$ cat src/rtl/fetch_stage.sv
// fetch_stage: PC, instruction-memory request and F/D register of the
// five-stage MIPS pipeline. Branch/jump targets are resolved from the F/D
// contents; redirects that resolve while a fetch is waiting are parked until
// the delay-slot fetch completes.
module fetch_stage #(
    parameter logic [31:0] RESET_PC = 32'h0000_3000
) (
    input  logic        clk,
    input  logic        reset,
    input  logic        stall,
    output logic [31:0] imem_addr,
    output logic        imem_req,
    input  logic [31:0] imem_rdata,
    input  logic        imem_ready,
    input  logic [1:0]  PCSrc,
    input  logic        NPCOp,
    input  logic [31:0] RD1D,
    output logic [31:0] InstrD,
    output logic [31:0] PCD,
    output logic [31:0] PC8D
);

    logic [31:0] pc;
    logic        pending;
    logic [31:0] pending_target;
    logic [31:0] pcd_plus4;
    logic [31:0] br_off;
    logic [31:0] target;
    logic [31:0] next_pc;
    logic        redirect;

    assign pcd_plus4 = PCD + 32'd4;
    assign br_off    = {{14{InstrD[15]}}, InstrD[15:0], 2'b00};
    assign redirect  = (PCSrc == 2'b01) || (PCSrc == 2'b10);

    assign imem_addr = pc;
    assign imem_req  = reset & ~stall;
    assign PC8D      = PCD + 32'd8;

    // Redirect target from the instruction currently held in F/D.
    always_comb begin
        target = pcd_plus4 + 32'd4;
        unique case (PCSrc)
            2'b10:   target = {RD1D[31:2], 2'b00};
            2'b01:   target = NPCOp ? {pcd_plus4[31:28], InstrD[25:0], 2'b00}
                                    : pcd_plus4 + br_off;
            default: target = pc + 32'd4;
        endcase
    end

    // Next PC on a completed fetch: a live redirect beats a parked one.
    always_comb begin
        next_pc = pc + 32'd4;
        if (redirect)     next_pc = target;
        else if (pending) next_pc = pending_target;
    end

    // PC, F/D register and parked-redirect state.
    always_ff @(posedge clk or negedge reset) begin
        if (!reset) begin
            pc             <= RESET_PC;
            InstrD         <= '0;
            PCD            <= '0;
            pending        <= 1'b0;
            pending_target <= '0;
        end else if (stall) begin
            // Hold everything; decode re-presents the redirect next cycle.
        end else if (imem_ready) begin
            InstrD  <= imem_rdata;
            PCD     <= pc;
            pc      <= {next_pc[31:2], 2'b00};
            pending <= 1'b0;
        end else begin
            // Waiting fetch: inject a nop bubble and park any redirect so the
            // delay-slot fetch still completes first.
            InstrD <= '0;
            PCD    <= '0;
            if (redirect) begin
                pending        <= 1'b1;
                pending_target <= {target[31:2], 2'b00};
            end
        end
    end

endmodule

$ cat config.mk
export PLATFORM = sky130hd
export DESIGN_NAME = fetch_stage
export DESIGN_NICKNAME = d
export VERILOG_FILES = /design/src/rtl/fetch_stage.sv
export SDC_FILE = /design/constraint.sdc
export NUM_CORES = 1
export LEC_CHECK = 0
export BUFFER_PORTS_ARGS = -buffer_cell sky130_fd_sc_hd__buf_4
export CORE_ASPECT_RATIO = 1.1
export CORE_MARGIN = 3
export CORE_UTILIZATION = 45
export DETAILED_ROUTE_END_ITERATION = 12
export GPL_ROUTABILITY_DRIVEN = 1
export PLACE_DENSITY = 0.68
export SYNTH_ARGS = -nofsm -noshare
export SYNTH_HDL_FRONTEND = slang
export SYNTH_SLANG_ARGS = --single-unit
export TNS_END_PERCENT = 5
$ cat constraint.sdc
create_clock -name clk -period 10.3 [get_ports clk]
set_input_delay 1.545 -clock clk [delete_from_list [all_inputs] [get_ports clk]]
set_output_delay 1.545 -clock clk [all_outputs]
set_load 0.01 [all_outputs]
==> qor.yml, run 1 <==
timing:
  worst_slew_pin_slew_ns: 1.23
  timing.setup.tns_ns: 0
  max_freq_ghz: 0.197
  hold_violations: 0
  drv_slew: 0
  finalCritPeriodShare_pct: 49.3
  finalCriticalPeriod_ns: 5.08
  skew_ns: 0.0110
  setup_violations: 0
  max-slew-margin-rel_pct: 17.7
  grt_setup_unrepaired: "no"
die:
  ios: 200
  dieArea_um2: 21700
  fp.dieW_um: 141
  core-area_um2: 19400
  row_count: 53
  start_util_pct: 46.4
  die_h_um: 154
logic_synthesis:
  synth_cell_types: 86
  yosysMostFrequentCell: "nand2_1"
  synth_edf_count: 0
  syn_inst: 1123
  ys.flop_type: "dfrtp_1"
  syn_avg_cell_area_um2: 8.01
  yosysSeqAreaShare_pct: 34.3
  synth_top_area_cell: "dfrtp_1"
  synthArstFlopShare_pct: 100
  ys_ff_latch: 123
  netlist_top_cells_area: "dfrtp_1 (34%), nand2_1 (10%), o21ai_0 (7.5%)"
  yosysWarnings: 0
  netlist_area_um2: 8990
  synthTopCellsByCount: "nand2_1 (249), o21ai_0 (134), dfrtp_1 (121)"
  netlist.area_leader.share_pct: 33.7
setup_path:
  worstPathMaxFanout: 6
  rr_worst_depth: 18
  slowest_delay_ns: 0.56
  required_ns: 8.76
  crit_family: "simple AND/OR/NAND/NOR gates"
  path_buf_inv: 1
  crit_slowest_cell: "nor4_2"
  arrival_ns: 3.53
  endpoint_kind: "output pin"
  start_kind: "flop"
  crit_chain: "ha_1 > nand3_1 > nor4_2 > nand2_1 > nor2_1 > and3_1 > and3_1 > nand4_1 > xnor2_1 > buf_4"
  cpMostUsedCell: "and3_1"
  r2r_end: "imem_addr[26]"
  critPathKind: "reg2out"
  r2r-start: "PCD[4]"
  reg2reg_slack_ns: 5.23
detailed_routing:
  drtIter0Drc: 842
  wl_per_cell_um: 19.4
  drc: 0
  wirelength_um: 29400
  ant_nets: 0
  drtPass1Iterations: 7
  dr_total_vias: 8589
  vias_per_cell: 5.67
placed_design:
  dp.cells: 1485
  portBuffers: 191
  place_hpwl_um: 21600
  place_congestion: 0.910
job:
  drv.max_cap_violation_count: 0
global_routing:
  track_usage_pct: 26.6
  grt_use_met2_pct: 40.9
  use_met3_pct: 4.55
  grt_pass1_wl_um: 45600
  grt_start_max_net_pins: 85
  antenna_found_initial: 0
  first_global_vias: 8004
  met1_usage_pct: 38.8
  busiest_layer: "met2"
  gr-total-overflow: 0
hold_path:
  min_to: "pending_target[19]"
  min_path_type: "reg2reg"
  hp-start: "pending_target[19]"
  holdPathStages: 2
power:
  vdd_ir_drop_max_mv: 0.120
  p_per_area_nw_per_um2: 163
  leakagePower_nw: 5.02
clock_tree:
  postCtsSetupBuffers: 0
  clock_latency_ns: 0.42
  cts-resized-gates: 0
  cts_tree: "yes"
  clockBufferDepth: 2
  cts_htree_levels: 4
  cts.root.buffer_cell: "clkbuf_16"
  clkSinkCount: 123
  path_clk_slew_ns: 0.06
  numCtsBuffers: 17
  ctsHoldBuffers: 0
final_layout:
  stdcell_count: 1516
  syn_to_final_growth_pct: 21.8
  nNetsFinal: 1365
  diodes: 0
  post_route_cells_drive_above_1_share_pct: 20.7
run_status:
  status: "complete, no violations"
cell usage in the layout, fill, tap and decap left out, drive strengths merged, types with 4 or more instances in the layout:
master,synthesis,layout
nor3,14,14
a21oi,48,48
a211oi,9,9
clkinvlp,0,4
o21a,13,13
nor4,5,5
o31ai,5,5
a21o,12,12
conb,1,6
a31oi,7,7
a222oi,8,8
o2111ai,4,4
o21ai,139,139
a22o,7,7
xor2,54,54
xnor2,49,49
and4,5,5
or3,4,4
nand2,250,250
inv,21,21
o211ai,11,11
nand3,33,33
dfrtp,121,121
mux2i,8,8
nor2b,9,9
nand4,22,22
a22oi,17,17
or2,6,6
clkinv,1,4
and3,11,11
clkbuf,69,22
mux2,8,8
nor2,51,51
buf,15,197
and2,6,6
ha,36,36
per-layer routing:
metal / up-vias / share of wire, %
li1: 4187 / -
met3: 39 / 8.0
met5: - / 0
met2: 316 / 45
met4: 0 / 1.9
met1: 4047 / 45
report_power, final:
part | switching (W) | internal, W | total, W
registers | 0.000114 | 0.000553 | 0.000667
clock network | 0.000229 | 0.000369 | 0.000597
logic | 0.000281 | 0.000236 | 0.000517
total | 0.000624 | 0.00116 | 0.00178
logic make-up (layout without fill, tap and decap cells):
group / Yosys count / in the layout / synth area share [%]
buf+inv: 109 / 250 / 5.65
flops: 123 / 123 / 34.3
fa+ha+maj: 37 / 37 / 5.23
compound gates: 306 / 306 / 21.4
mux: 16 / 16 / 1.93
other cells: 1 / 6 / 0.0417
xor+xnor: 103 / 103 / 10.1
simple gates: 428 / 428 / 21.4
flip-flops by register name (all words and copies together) (netlist names):
name / count
InstrD: 32
PCD: 30
imem_addr: 30
pending_target: 30
pending: 1
through the flow:
stage	instance area, um2	hold WS, ns	total power, W	worst slack (ns)	utilization, %
final	11000	0.474	0.00178	5.22	56.6
after global routing	11000	0.501	0.00187	4.88	56.6
after detailed placement	10400	0.466	0.00118	5.35	53.6
after floorplan	9010	0.441	0.000959	6.14	-
after CTS	11000	0.480	0.00179	5.25	56.6
after global placement	10400	0.456	0.00118	5.37	53.6
how the worst max path moves through the flow:
| stage | depth (start not counted) | to | start | slack (ns) |
|---|---|---|---|---|
| floorplan | 19 | imem_addr[31] | PCD[4] | 6.14 |
| global placement | 18 | imem_addr[26] | PCD[4] | 5.37 |
| detailed placement | 18 | imem_addr[26] | PCD[4] | 5.35 |
| CTS | 10 | PC8D[31] | PCD[4] | 5.25 |
| global route | 18 | imem_addr[26] | PCD[3] | 4.88 |
| finish | 10 | PC8D[31] | PCD[4] | 5.22 |
final cells by class:
| type | instances | area [um2] |
|---|---|---|
| Fill cell | 1873 | 8410 |
| Sequential cell | 123 | 3080 |
| Clock inverter | 9 | 116 |
| Clock buffer | 22 | 464 |
| Tap cell | 247 | 309 |
| Timing Repair Buffer | 197 | 1480 |
| Multi-Input combinational cell | 896 | 5430 |
| Inverter | 22 | 82.6 |
worst min-delay path: stages, from the launching register on:
cell     delay, ns
dfrtp_1       0.33
nand2_1       0.04
o21ai_0       0.06
Note: power is estimated with default switching activity, not from simulation.
==> inputs of run 2 (changes only) <==
Clock period 10.3 ns to 4.9 ns, I/O delays scaled along.
==> run 2 against run 1 <==
Critical path depth is 8 higher. Global-route usage is 0.41 points higher. Clock-buffer cell count is 1 higher. Register-to-register slack worse by 4.9 ns. Worst setup slack worse by 4.9 ns. Utilization is 0.77 points higher. Clock power is 140% higher. Power is 120% higher. Sequential share of layout area is 0.38 points lower. Largest power group is now the clock network.
==> qor.yml, run 2 (synthesis gave the netlist of run 1 again) <==
clock_tree:
  cts_tree: "yes"
  postCtsSetupBuffers: 0  # unchanged
  ctsHoldBuffers: 0  # unchanged
  cts-resized-gates: 0  # unchanged
  cts_htree_levels: 4  # unchanged
  numCtsBuffers: 17  # unchanged
  path_clk_slew_ns: 0.06  # about the same
  clock_latency_ns: 0.43  # about the same
  clkSinkCount: 123  # unchanged
  clockBufferDepth: 2  # unchanged
  cts.root.buffer_cell: "clkbuf_16"
setup_path:
  worstPathMaxFanout: 7  # +1
  cpMostUsedCell: "nand2_1"
  crit_family: "compound AO/OA/AOI/OAI gates"
  start_kind: "flop"
  slowest_delay_ns: 0.59  # +0.03 ns
  r2r-start: "PCD[3]"
  reg2reg_slack_ns: 0.35  # -4.88 ns
  rr_worst_depth: 18  # unchanged
  crit_chain: "ha_1 > nand3_1 > nor4_2 > nand2_1 > nor2_1 > and3_1 > nand2_1 > xnor2_1 > ha_1 > a21o_2 > a21o_1 > a21oi_1 > o21a_1 > nand2_1 > xor2_1 > a222oi_1 > a21oi_1 > a21o_1"
  r2r_end: "imem_addr[26]"
  endpoint_kind: "flop"
  required_ns: 5.23  # -3.53 ns
  crit_slowest_cell: "a222oi_1"
  critPathKind: "reg2reg"
  crit_cells: 18  # +8
  arrival_ns: 4.88  # +1.35 ns
  path_buf_inv: 0  # -1
final_layout:
  nNetsFinal: 1375  # +0.73%
  diodes: 0  # unchanged
  final_cell_mix: "nand2_1 (249), buf_4 (207), o21ai_0 (134)"
  largest_reg_flops: 32  # unchanged
  syn_to_final_growth_pct: 23.5
  stdcell_count: 1527  # +0.73%
  top_register: "InstrD"
  fillerInstances: 1812  # -3.3%
  fin_util_pct: 57.4  # +0.77 points
  final_common_cell: "nand2_1"
  post_route_cells_drive_above_1_share_pct: 21.5  # +0.76 points
die:
  core-area_um2: 19400  # unchanged
  start_util_pct: 46.4  # unchanged
  fp.dieW_um: 141  # unchanged
  die_h_um: 154  # unchanged
  row_count: 53  # unchanged
  ios: 200  # unchanged
  dieArea_um2: 21700  # unchanged
timing:
  skew_ns: 0.0105  # -0.000505 ns
  setup_violations: 0  # unchanged
  max_freq_ghz: 0.220
  finalCritPeriodShare_pct: 92.9
  drv_slew: 0  # unchanged
  finalCriticalPeriod_ns: 4.55
  max-slew-margin-rel_pct: 44.8  # +27 points
  timing.setup.tns_ns: 0  # unchanged
  hold_violations: 0  # unchanged
  fin_ws_ns: 0.347  # -4.88 ns
  grt_setup_unrepaired: "no"
  worst_slew_pin_slew_ns: 0.828  # -0.406 ns
detailed_routing:
  drtPass1Iterations: 8  # +1
  met2_length_um: 13700  # +2.3%
  dr_total_vias: 8682  # +1.1%
  drc: 0  # unchanged
  wirelength_um: 30000  # +1.9%
  vias_per_cell: 5.69  # +0.35%
  wl_met1_um: 13600  # +3.5%
  highest_layer: "met4"
  ant_nets: 0  # unchanged
  dr_wl_met3_um: 2270  # -3.3%
  drtIter0Drc: 994  # +18%
  wl_per_cell_um: 19.6  # +1.2%
placed_design:
  portBuffers: 191  # unchanged
  place_congestion: 0.889  # -2.4%
  dp.cells: 1495  # +0.67%
  place_hpwl_um: 22000  # +1.8%
  dp_slack_ns: 0.454  # -4.90 ns
power:
  combPwrFrac_pct: 28.6  # -0.4 points
  p_per_area_nw_per_um2: 354  # +120%
  p_sw_share_pct: 34.1  # -0.95 points
  leakagePower_nw: 5.12  # +2.0%
  p_int_w: 0.00259  # +120%
  vdd_ir_drop_max_mv: 0.272  # +130%
  netSwitchingPower_w: 0.00134  # +110%
  power_frac_clock_pct: 36.2  # +2.7 points
  seqPwrFrac_pct: 35.2  # -2.2 points
global_routing:
  first_global_vias: 7970  # -0.42%
  grt_start_max_net_pins: 77  # -9.4%
  track_usage_pct: 27.0  # +0.41 points
  grt_pass1_wl_um: 46100  # +0.92%
  antenna_found_initial: 0  # unchanged
  gr-total-overflow: 0  # unchanged
job:
  drv.max_cap_violation_count: 0  # unchanged
hold_path:
  min_path_type: "in2async"
run_status:
  status: "complete, no violations"
-- run 2: cell count changes in the layout (fill, tap and decap cells not counted) --
cell | previous run | this run
clkinvlp_4 | 4 | 2
inv_6 | 0 | 1
or3_2 | 1 | 0
clkbuf_1 | 3 | 1
clkbuf_8 | 2 | 5
or3_1 | 3 | 4
clkinv_2 | 0 | 1
clkinv_4 | 3 | 1
buf_4 | 197 | 207
bufinv_16 | 2 | 4
-- run 2: final cells by class --
class | instances | area [um2] | area share [%]
clock buffers | 23 | 498 | 4.48
clock inverters | 9 | 158 | 1.42
inverters | 22 | 82.6 | 0.744
multi-input cells | 896 | 5420 | 48.8
flip-flops and latches | 123 | 3080 | 27.7
well taps | 247 | 309 | 2.78
repair buffers | 207 | 1550 | 14.0
-- run 2: metal layers --
layer	GRT usage [%]	up-vias
met4	6.69	0
met2	41.1	355
met5	0	-
met1	39.6	4092
met3	5.19	28
li1	-	4207
-- run 2: worst max-delay path by stage --
| stage | endpoint | startpoint |
|---|---|---|
| 6_report | imem_addr[26] | PCD[3] |
| 5_1_grt | imem_addr[26] | PCD[3] |
| 4_1_cts | imem_addr[26] | PCD[3] |
| 3_5_place_dp | imem_addr[26] | PCD[3] |
| 3_3_place_gp | imem_addr[26] | PCD[3] |
| 2_1_floorplan | imem_addr[31] | PCD[4] |
-- run 2: power groups by stage --
stage	clock, W	combinational [W]	sequential, W
finish	0.00142	0.00112	0.00138
global route	0.00147	0.00124	0.00141
CTS	0.00143	0.00112	0.00138
detailed placement	0	0.00111	0.00140
global placement	0	0.00110	0.00139
floorplan	0	0.000654	0.00136
-- run 2: per-stage QoR --
step | hold WS, ns | area (um2) | power [W]
6_report | 0.265 | 11100 | 0.00393
5_1_grt | 0.295 | 11100 | 0.00412
4_1_cts | 0.282 | 11100 | 0.00393
3_5_place_dp | 0.470 | 10500 | 0.00251
3_3_place_gp | 0.458 | 10500 | 0.00249
2_1_floorplan | 0.439 | 9010 | 0.00202
